`src/rtl/lifo_pkg.sv`:
```
// Shared types for the lifo arbiter: FSM states, served-class tag and default word width.
package lifo_pkg;

  typedef enum logic [1:0] {IDLE, WRITE, READ, WAIT} state_t;

  typedef enum logic {WRITE_C, READ_C} class_t;

  localparam int DATA_W_DEF = 10;

endpackage

```
`src/rtl/lifo_arbiter_rr_pick.sv`:
```
// Combinational round-robin picker: first set request at or after ptr, wrapping modulo N.
module rr_pick #(
  parameter int N = 2,
  localparam int IW = (N > 1) ? $clog2(N) : 1
) (
  input  logic [N-1:0]  req,
  input  logic [IW-1:0] ptr,
  output logic          any,
  output logic [IW-1:0] win,
  output logic [N-1:0]  mask
);

  // Scanning from the far end lets the nearest requester after ptr overwrite the rest.
  always_comb begin
    any  = 1'b0;
    win  = '0;
    mask = '0;
    for (int i = N - 1; i >= 0; i--) begin
      if (req[(int'(ptr) + i) % N]) begin
        any = 1'b1;
        win = IW'((int'(ptr) + i) % N);
      end
    end
    mask[win] = any;
  end

endmodule

```
`src/rtl/lifo_arbiter.sv`:
```
// Shares one lifo stack between N_PROD producers and N_CONS consumers with
// round-robin inside each class and class alternation when both contend.
module lifo_arbiter
  import lifo_pkg::*;
#(
  parameter int DATA_W  = DATA_W_DEF,
  parameter int N_PROD  = 2,
  parameter int N_CONS  = 2,
  parameter int TIMEOUT = 8
) (
  input  logic                          clock,
  input  logic                          reset,
  input  logic [N_PROD-1:0]             p_req,
  input  logic [N_PROD-1:0][DATA_W-1:0] p_data,
  output logic [N_PROD-1:0]             p_gnt,
  input  logic [N_CONS-1:0]             c_req,
  output logic [N_CONS-1:0]             c_gnt,
  output logic [N_CONS-1:0]             c_err,
  output logic [DATA_W-1:0]             c_data,
  output logic                          lf_write,
  output logic                          lf_read,
  output logic [DATA_W-1:0]             lf_datain,
  input  logic                          lf_full,
  input  logic                          lf_empty,
  input  logic                          lf_val,
  input  logic [DATA_W-1:0]             lf_dataout,
  output logic                          busy,
  output state_t                        fsm_state
);

  localparam int PW = (N_PROD > 1) ? $clog2(N_PROD) : 1;
  localparam int CW = (N_CONS > 1) ? $clog2(N_CONS) : 1;
  localparam int TW = $clog2(TIMEOUT + 1);

  // Handshake: p_req/c_req are levels held by the requester; the arbiter answers
  // with exactly one single-cycle p_gnt, c_gnt or c_err pulse per served request.
  state_t            state;
  class_t            last_class;
  logic [PW-1:0]     p_ptr;
  logic [CW-1:0]     c_ptr;
  logic [PW-1:0]     p_win_q;
  logic [CW-1:0]     c_win_q;
  logic [N_CONS-1:0] c_mask_q;
  logic [TW-1:0]     cnt;

  logic              p_any;
  logic [PW-1:0]     p_win;
  logic [N_PROD-1:0] p_mask;
  logic              c_any;
  logic [CW-1:0]     c_win;
  logic [N_CONS-1:0] c_mask;

  rr_pick #(.N(N_PROD)) u_prod_pick (
    .req  (p_req & {N_PROD{~lf_full}}),
    .ptr  (p_ptr),
    .any  (p_any),
    .win  (p_win),
    .mask (p_mask)
  );

  rr_pick #(.N(N_CONS)) u_cons_pick (
    .req  (c_req & {N_CONS{~lf_empty}}),
    .ptr  (c_ptr),
    .any  (c_any),
    .win  (c_win),
    .mask (c_mask)
  );

  assign busy      = (state != IDLE);
  assign fsm_state = state;

  always_ff @(posedge clock or negedge reset) begin
    if (!reset) begin
      state      <= IDLE;
      last_class <= READ_C;
      p_ptr      <= '0;
      c_ptr      <= '0;
      p_win_q    <= '0;
      c_win_q    <= '0;
      c_mask_q   <= '0;
      cnt        <= '0;
      lf_write   <= 1'b0;
      lf_read    <= 1'b0;
      lf_datain  <= '0;
      p_gnt      <= '0;
      c_gnt      <= '0;
      c_err      <= '0;
      c_data     <= '0;
    end else begin
      lf_write  <= 1'b0;
      lf_read   <= 1'b0;
      lf_datain <= '0;
      p_gnt     <= '0;
      c_gnt     <= '0;
      c_err     <= '0;
      case (state)
        IDLE: begin
          // A write wins unless a read is also eligible and the last service was a write.
          if (p_any && (!c_any || last_class == READ_C)) begin
            state     <= WRITE;
            lf_write  <= 1'b1;
            lf_datain <= p_data[p_win];
            p_gnt     <= p_mask;
            p_win_q   <= p_win;
          end else if (c_any) begin
            state    <= READ;
            lf_read  <= 1'b1;
            c_win_q  <= c_win;
            c_mask_q <= c_mask;
          end
        end
        WRITE: begin
          state      <= IDLE;
          last_class <= WRITE_C;
          p_ptr      <= (p_win_q == PW'(N_PROD - 1)) ? '0 : p_win_q + PW'(1);
        end
        READ: begin
          state <= WAIT;
          cnt   <= '0;
        end
        WAIT: begin
          if (lf_val) begin
            c_data     <= lf_dataout;
            c_gnt      <= c_mask_q;
            state      <= IDLE;
            last_class <= READ_C;
            c_ptr      <= (c_win_q == CW'(N_CONS - 1)) ? '0 : c_win_q + CW'(1);
          end else if (cnt == TW'(TIMEOUT - 1)) begin
            // Last waiting cycle: the error pulse lands TIMEOUT cycles after WAIT began.
            c_err      <= c_mask_q;
            state      <= IDLE;
            last_class <= READ_C;
            c_ptr      <= (c_win_q == CW'(N_CONS - 1)) ? '0 : c_win_q + CW'(1);
          end else if (cnt != TW'(TIMEOUT)) begin
            cnt <= cnt + TW'(1);
          end
        end
        default: state <= IDLE;
      endcase
    end
  end

endmodule
```
`config.mk`:
```
export PLATFORM = sky130hd
export DESIGN_NAME = lifo_arbiter
export DESIGN_NICKNAME = d
export VERILOG_FILES = /design/src/rtl/lifo_pkg.sv /design/src/rtl/lifo_arbiter_rr_pick.sv /design/src/rtl/lifo_arbiter.sv
export SDC_FILE = /design/constraint.sdc
export NUM_CORES = 1
export LEC_CHECK = 0
export CAP_MARGIN = 0
export CORE_ASPECT_RATIO = 1.5
export CORE_MARGIN = 4
export CORE_UTILIZATION = 35
export DETAILED_ROUTE_END_ITERATION = 12
export PLACE_DENSITY = 0.71
export SKIP_LAST_GASP = 1
export SYNTH_ARGS = -nofsm -noshare
export SYNTH_HDL_FRONTEND = slang
export SYNTH_SLANG_ARGS = --single-unit
export TNS_END_PERCENT = 30
```
`constraint.sdc`:
```
create_clock -name clock -period 2.36 [get_ports clock]
set_input_delay 0.472 -clock clock [delete_from_list [all_inputs] [get_ports clock]]
set_output_delay 0.472 -clock clock [all_outputs]
set_load 0.03 [all_outputs]
```
# Word level (Yosys, flattened, before mapping)
# Index checks and enable logic that the tools add are counted.
# classes
n_addsub	5
n_lt_le_gt_ge	8
n_eq_ne	10
mux	54
bitwise	9
reduce_logical	17
# ops
cell	count
$mux W10	4
$mux W1	31
$mux W2	11
$mux W4	3
$reduce_and A2 Y1	5
$and A2 B2 Y2	4
$lt A1 B2 Y1 const B	4
$pmux W2 S4	1
$pmux W4 S2	1
$reduce_bool A2 Y1	4
$lt A2 B3 Y1 const B	2
$ne A2 B2 Y1 const B	3
$ne A3 B3 Y1 const B	2
$add A1 B1 Y1 const B	4
$add A4 B1 Y4 const B	1
$eq A2 B2 Y1 const B	2
$eq A4 B3 Y1 const B	1
$ne A4 B4 Y1 const B	1
$reduce_and A4 Y1	1
$logic_and A1 B1 Y1	3
$not A1 Y1	3
$reduce_and A3 Y1	1
$and A1 B1 Y1 const A	2
$demux W1 S1	2
other kinds (6)	7
# totals
register_bits	41
inputBits	39
output_inout_bits	31
elab_cells	118

# Depth between registers and ports, before layout
# logic_depth
ltp_word	14
depth_mapped	7
depth_no_buf	5

# Modules after synthesis
# A second synthesis with hierarchy kept.
# unflattened
hier_cells	152
hier_area_um2	1804.2
# by_module_without_submodules
mod	instances	cells_each	area_per_inst_um2	seq_area_each_um2
lifo_arbiter	1	142	1739.2	1027.2
rr_pick	2	5	32.5	0.0

# Worst setup path before layout
# OpenSTA, ideal clock, no wires.
# synth_timing
kind	reg2reg
startpoint	register state[0] (netlist: fsm_state[0])
endpoint	register p_win_q
setup_ps	125
arrival_time_ps	1599
setup_slack_ps	636
path_stages_with_launch	7
path_buffers	2
period_less_slack_ps	1724
cell_sequence	dfrtp_1 buf_2 nor2_2 inv_1 or2_0 buf_2 mux2_4
# synth_between
elab_chain_len	2
# synth_lines
element	line	text
start, declared	lifo_arbiter.sv:37	state_t state;
start signal, assigned	lifo_arbiter.sv:74	state <= IDLE;
start signal, assigned	lifo_arbiter.sv:100	state <= WRITE;
start signal, assigned	lifo_arbiter.sv:106	state <= READ;
$logic_not A2 Y1	lifo_arbiter.sv:96	case (state)
$reduce_and A2 Y1 (no source line)	n/a	
end signal, assigned	lifo_arbiter.sv:104	p_win_q <= p_win;
end, declared	lifo_arbiter.sv:41	logic [PW-1:0] p_win_q;
# Every way passes these cells.
# A chain may end at the register's enable or synchronous reset.

# Final worst setup path
# layout_timing
startpoint	register state[1] (netlist: fsm_state[1])
endpoint	output port busy
# layout_between
elab_chain_len	1
# layout_lines
element	line	text
$reduce_bool A2 Y1	lifo_arbiter.sv:69	assign busy = (state != IDLE);
end, declared	lifo_arbiter.sv:27	output logic busy,
# Every way passes these cells.

==> flow_summary_export.csv <==
group,metric,value,unit
cells_and_area,nets,262,
global_routing,track_usage,0.128,
placement,dp_hpwl,2810,um
global_routing,grt_overflow,0,
drt,vias,1326,
cells_and_area,diodes,0,
timing,relSlewSlack,0.665,
clocking,cts_sinks,41,
drt,drt_iter0_drc,58,
global_routing,grt_max_degree,42,
setup_path,worstPathRequired,1890,ps
drt,routed_via_density,4.60,
timing,maxSlewViolCount,0,
global_routing,grt_pass1_vias,1318,
floorplan,dieWidth,65.2,um
drt,drcViolationCount,0,
global_routing,grt_pass1_wl,5980,um
yosys,synth_top_area_frac,0.583,
placement,dp.cells,280,
setup_path,cp_max_fo,13,
outcome,run_status,"complete, no violations",
floorplan,start_util,0.357,
clocking,numCtsBuffers,5,
setup_path,setup.worst_path.end_class,"output pin",
clocking,cts-root-buf,"clkbuf_8",
pwr,vdd_drop_max,0.442,mV
timing,clock.fmax,450,MHz
setup_path,critPathLaunch,"fsm_state[1]$_DFFE_PN0P_",
yosys,synth_fp_nets,188,
timing,fin_setup_tns,0,ps
pwr,p_leak,1.13,nW
clocking,post-cts-setup-buffer-count,0,
setup_path,critical_path_class,"flip-flop to output pin",
setup_path,slowest_delay,680,ps
pwr,power_density,1070,nW/um2
floorplan,dieArea,6110,um2
placement,io_buffers,69,
yosys,synth_area_per_cell,11.7,um2
clocking,postCtsHoldBufs,0,
yosys,ys_ff_latch,41,
placement,gp_congestion,0.705,
floorplan,ioPinCount,70,
job,drv_cap,0,
setup_path,r2r_start,"cnt[0]$_DFFE_PN0P_",
floorplan,die_y,93.8,um
yosys,yosysTopAreaCell,"dfrtp_1",
yosys,syn_area,1720,um2
cells_and_area,final_cell_count_no_fill,288,
timing,hold_violations,0,
yosys,synth_cell_types,36,
timing,fin_crit_sh,0.942,
clocking,cts_tree,"built",
yosys,synth.area.top_cells,"dfrtp_1 (58%), mux2_2 (6.6%), mux2i_1 (5.8%)",
timing,final-setup-viol-count,0,
setup_path,arrival,1750,ps
clocking,clk_pin_slew_worst_paths,80,ps
drt,routed_wirelength,3720,um
drt,firstDrtPassIters,2,
cells_and_area,drive_gt1_frac,0.135,
drt,ant_nets,0,
timing,rsz0062_at_grt,"false",
clocking,clk_latency,290,ps
drt,wl_per_cell,12.9,um
floorplan,core-area,4810,um2
global_routing,antenna_found_initial,0,
clocking,cts-resized-gates,0,
cells_and_area,area_delta_synth_final,51.6,%
clocking,htreeDepth,2,
yosys,yosysWarningCount,0,
timing,worst_hold_slack,228,ps
floorplan,std_cell_rows,31,
setup_path,path_cells,"nor2_2 -> inv_1 -> clkdlybuf4s50_1",
timing,skew,5.27,ps
timing,fin_crit,2220,ps
min_path,holdCritPathClass,"input pin to async pin",
setup_path,start_kind,"flip-flop",
clocking,clk_path_buf_depth,2,
yosys,syn-instance-count,147,
timing,worstMarginPinSlew,503,ps
setup_path,crit_slowest_cell,"clkdlybuf4s50_1",
yosys,ys_seq_area_frac,0.598,
[critical path: cells and delay by family, from the launching register on]
family / cells / cell delay, ps
and+or+nand+nor: 1 / 100
DFF: 1 / 590
buffers and inverters: 2 / 770
[cells by family (layout without fill, tap and decap cells)]
group / count (synthesis) / after routing / synth area share
buffers and inverters: 18 / 93 / 0.0445
multiplexers: 21 / 21 / 0.133
AO/OA/AOI/OAI: 22 / 22 / 0.0853
flip-flops: 41 / 41 / 0.598
AND/OR/NAND/NOR: 43 / 43 / 0.125
adder cells (fa/ha/maj): 2 / 2 / 0.0146
[per-layer routing]
metal | routed length [um] | global-route usage | vias to the layer above
li1 | - | - | 645
met1 | 1390 | 0.134 | 638
met2 | 2010 | 0.232 | 39
met3 | 275 | 0.0491 | 4
met4 | 35 | 0.0415 | 0
met5 | 0 | 0 | -
[stage by stage]
| stage | instance area [um2] | utilization | worst slack, ps | total power [W] |
|---|---|---|---|---|
| after global placement | 2490 | 0.517 | 442 | 0.00225 |
| after detailed placement | 2490 | 0.517 | 420 | 0.00227 |
| after global routing | 2600 | 0.541 | 41.9 | 0.00297 |
| final | 2600 | 0.541 | 137 | 0.00280 |
| after CTS | 2600 | 0.541 | 138 | 0.00284 |
| after floorplan | 1720 | - | 636 | 0.00177 |
[sequential cells by signal (all words and copies together), names as in the netlist]
name and flops:
c_data 10, c_err 2, c_gnt 2, c_mask_q 2, c_ptr 1, c_win_q 1
cnt 4, fsm_state 2, last_class 1, lf_datain 10, lf_read 1, lf_write 1
p_gnt 2, p_ptr 1, p_win_q 1
[worst paths after layout]
path | slack (ps) | end | depth (start not counted)
min reg2reg | 470 | c_ptr$_DFFE_PN0P_ | 1
max reg2reg | 620 | cnt[0]$_DFFE_PN0P_ | 4
max | 140 | busy | 3
min | 230 | cnt[2]$_DFFE_PN0P_ | 2
min in group clock | 470 | c_ptr$_DFFE_PN0P_ | 1
max in group asynchronous | 1770 | last_class$_DFFE_PN1P_ | 2
[layout make-up]
class	count	area, um2
Clock buffer	5	68.8
Multi-Input combinational cell	88	613
Timing Repair Buffer	74	723
Sequential cell	41	1030
Inverter	11	41.3
Clock inverter	3	46.3
Fill cell	449	2210
Tap cell	66	82.6
[placed cells by master, fill, tap and decap left out]
cell type and n:
clkinv_4 1, buf_2 1, nor2b_1 2, a21oi_1 3, a211oi_1 1, and3_1 1
bufinv_16 1, nor4_1 2, nor3b_1 1, buf_4 5, o31ai_1 2, and3b_1 1
mux2_4 1, nor3_1 1, dfrtp_1 40, nor2_1 19, o21bai_1 1, dfstp_2 1
nor2_2 1, o21ai_0 6, o21ba_2 1, nor3b_2 1, and4b_1 1, clkdlybuf4s50_1 68
nand2_1 6, nand3_1 4, o21a_1 2, o21ai_1 1, ha_1 2, and2_1 1
a311o_1 2, nand2b_1 1, o22ai_1 2, clkinvlp_4 1, inv_1 11, or2_0 1
clkbuf_8 5, mux2_2 10, a31o_2 1, mux2i_1 10
[Yosys cell counts, drive strengths merged]
cell and instances:
and4b 1, o21ai 7, mux2i 10, and3 1
a211oi 1, or2 1, nand3 4, nor2 20
o21bai 1, nor2b 2, o21a 2, o22ai 2
and3b 1, mux2 11, o31ai 2, o21ba 1
nand2b 1, nand2 6, dfstp 1, nor4 2
ha 2, dfrtp 40, a21oi 3, nor3 1
and2 1, buf 5, a311o 2, nor3b 2
a31o 1, clkbuf 2, inv 11
[power breakdown]
part           total (W)  switching, W  leakage, nW  internal [W]
clock           0.000560      0.000244       0.0543      0.000316
combinational    0.00116      0.000617        0.549      0.000545
sequential       0.00108      0.000150        0.528      0.000925
(Power assumes the default switching activity.)
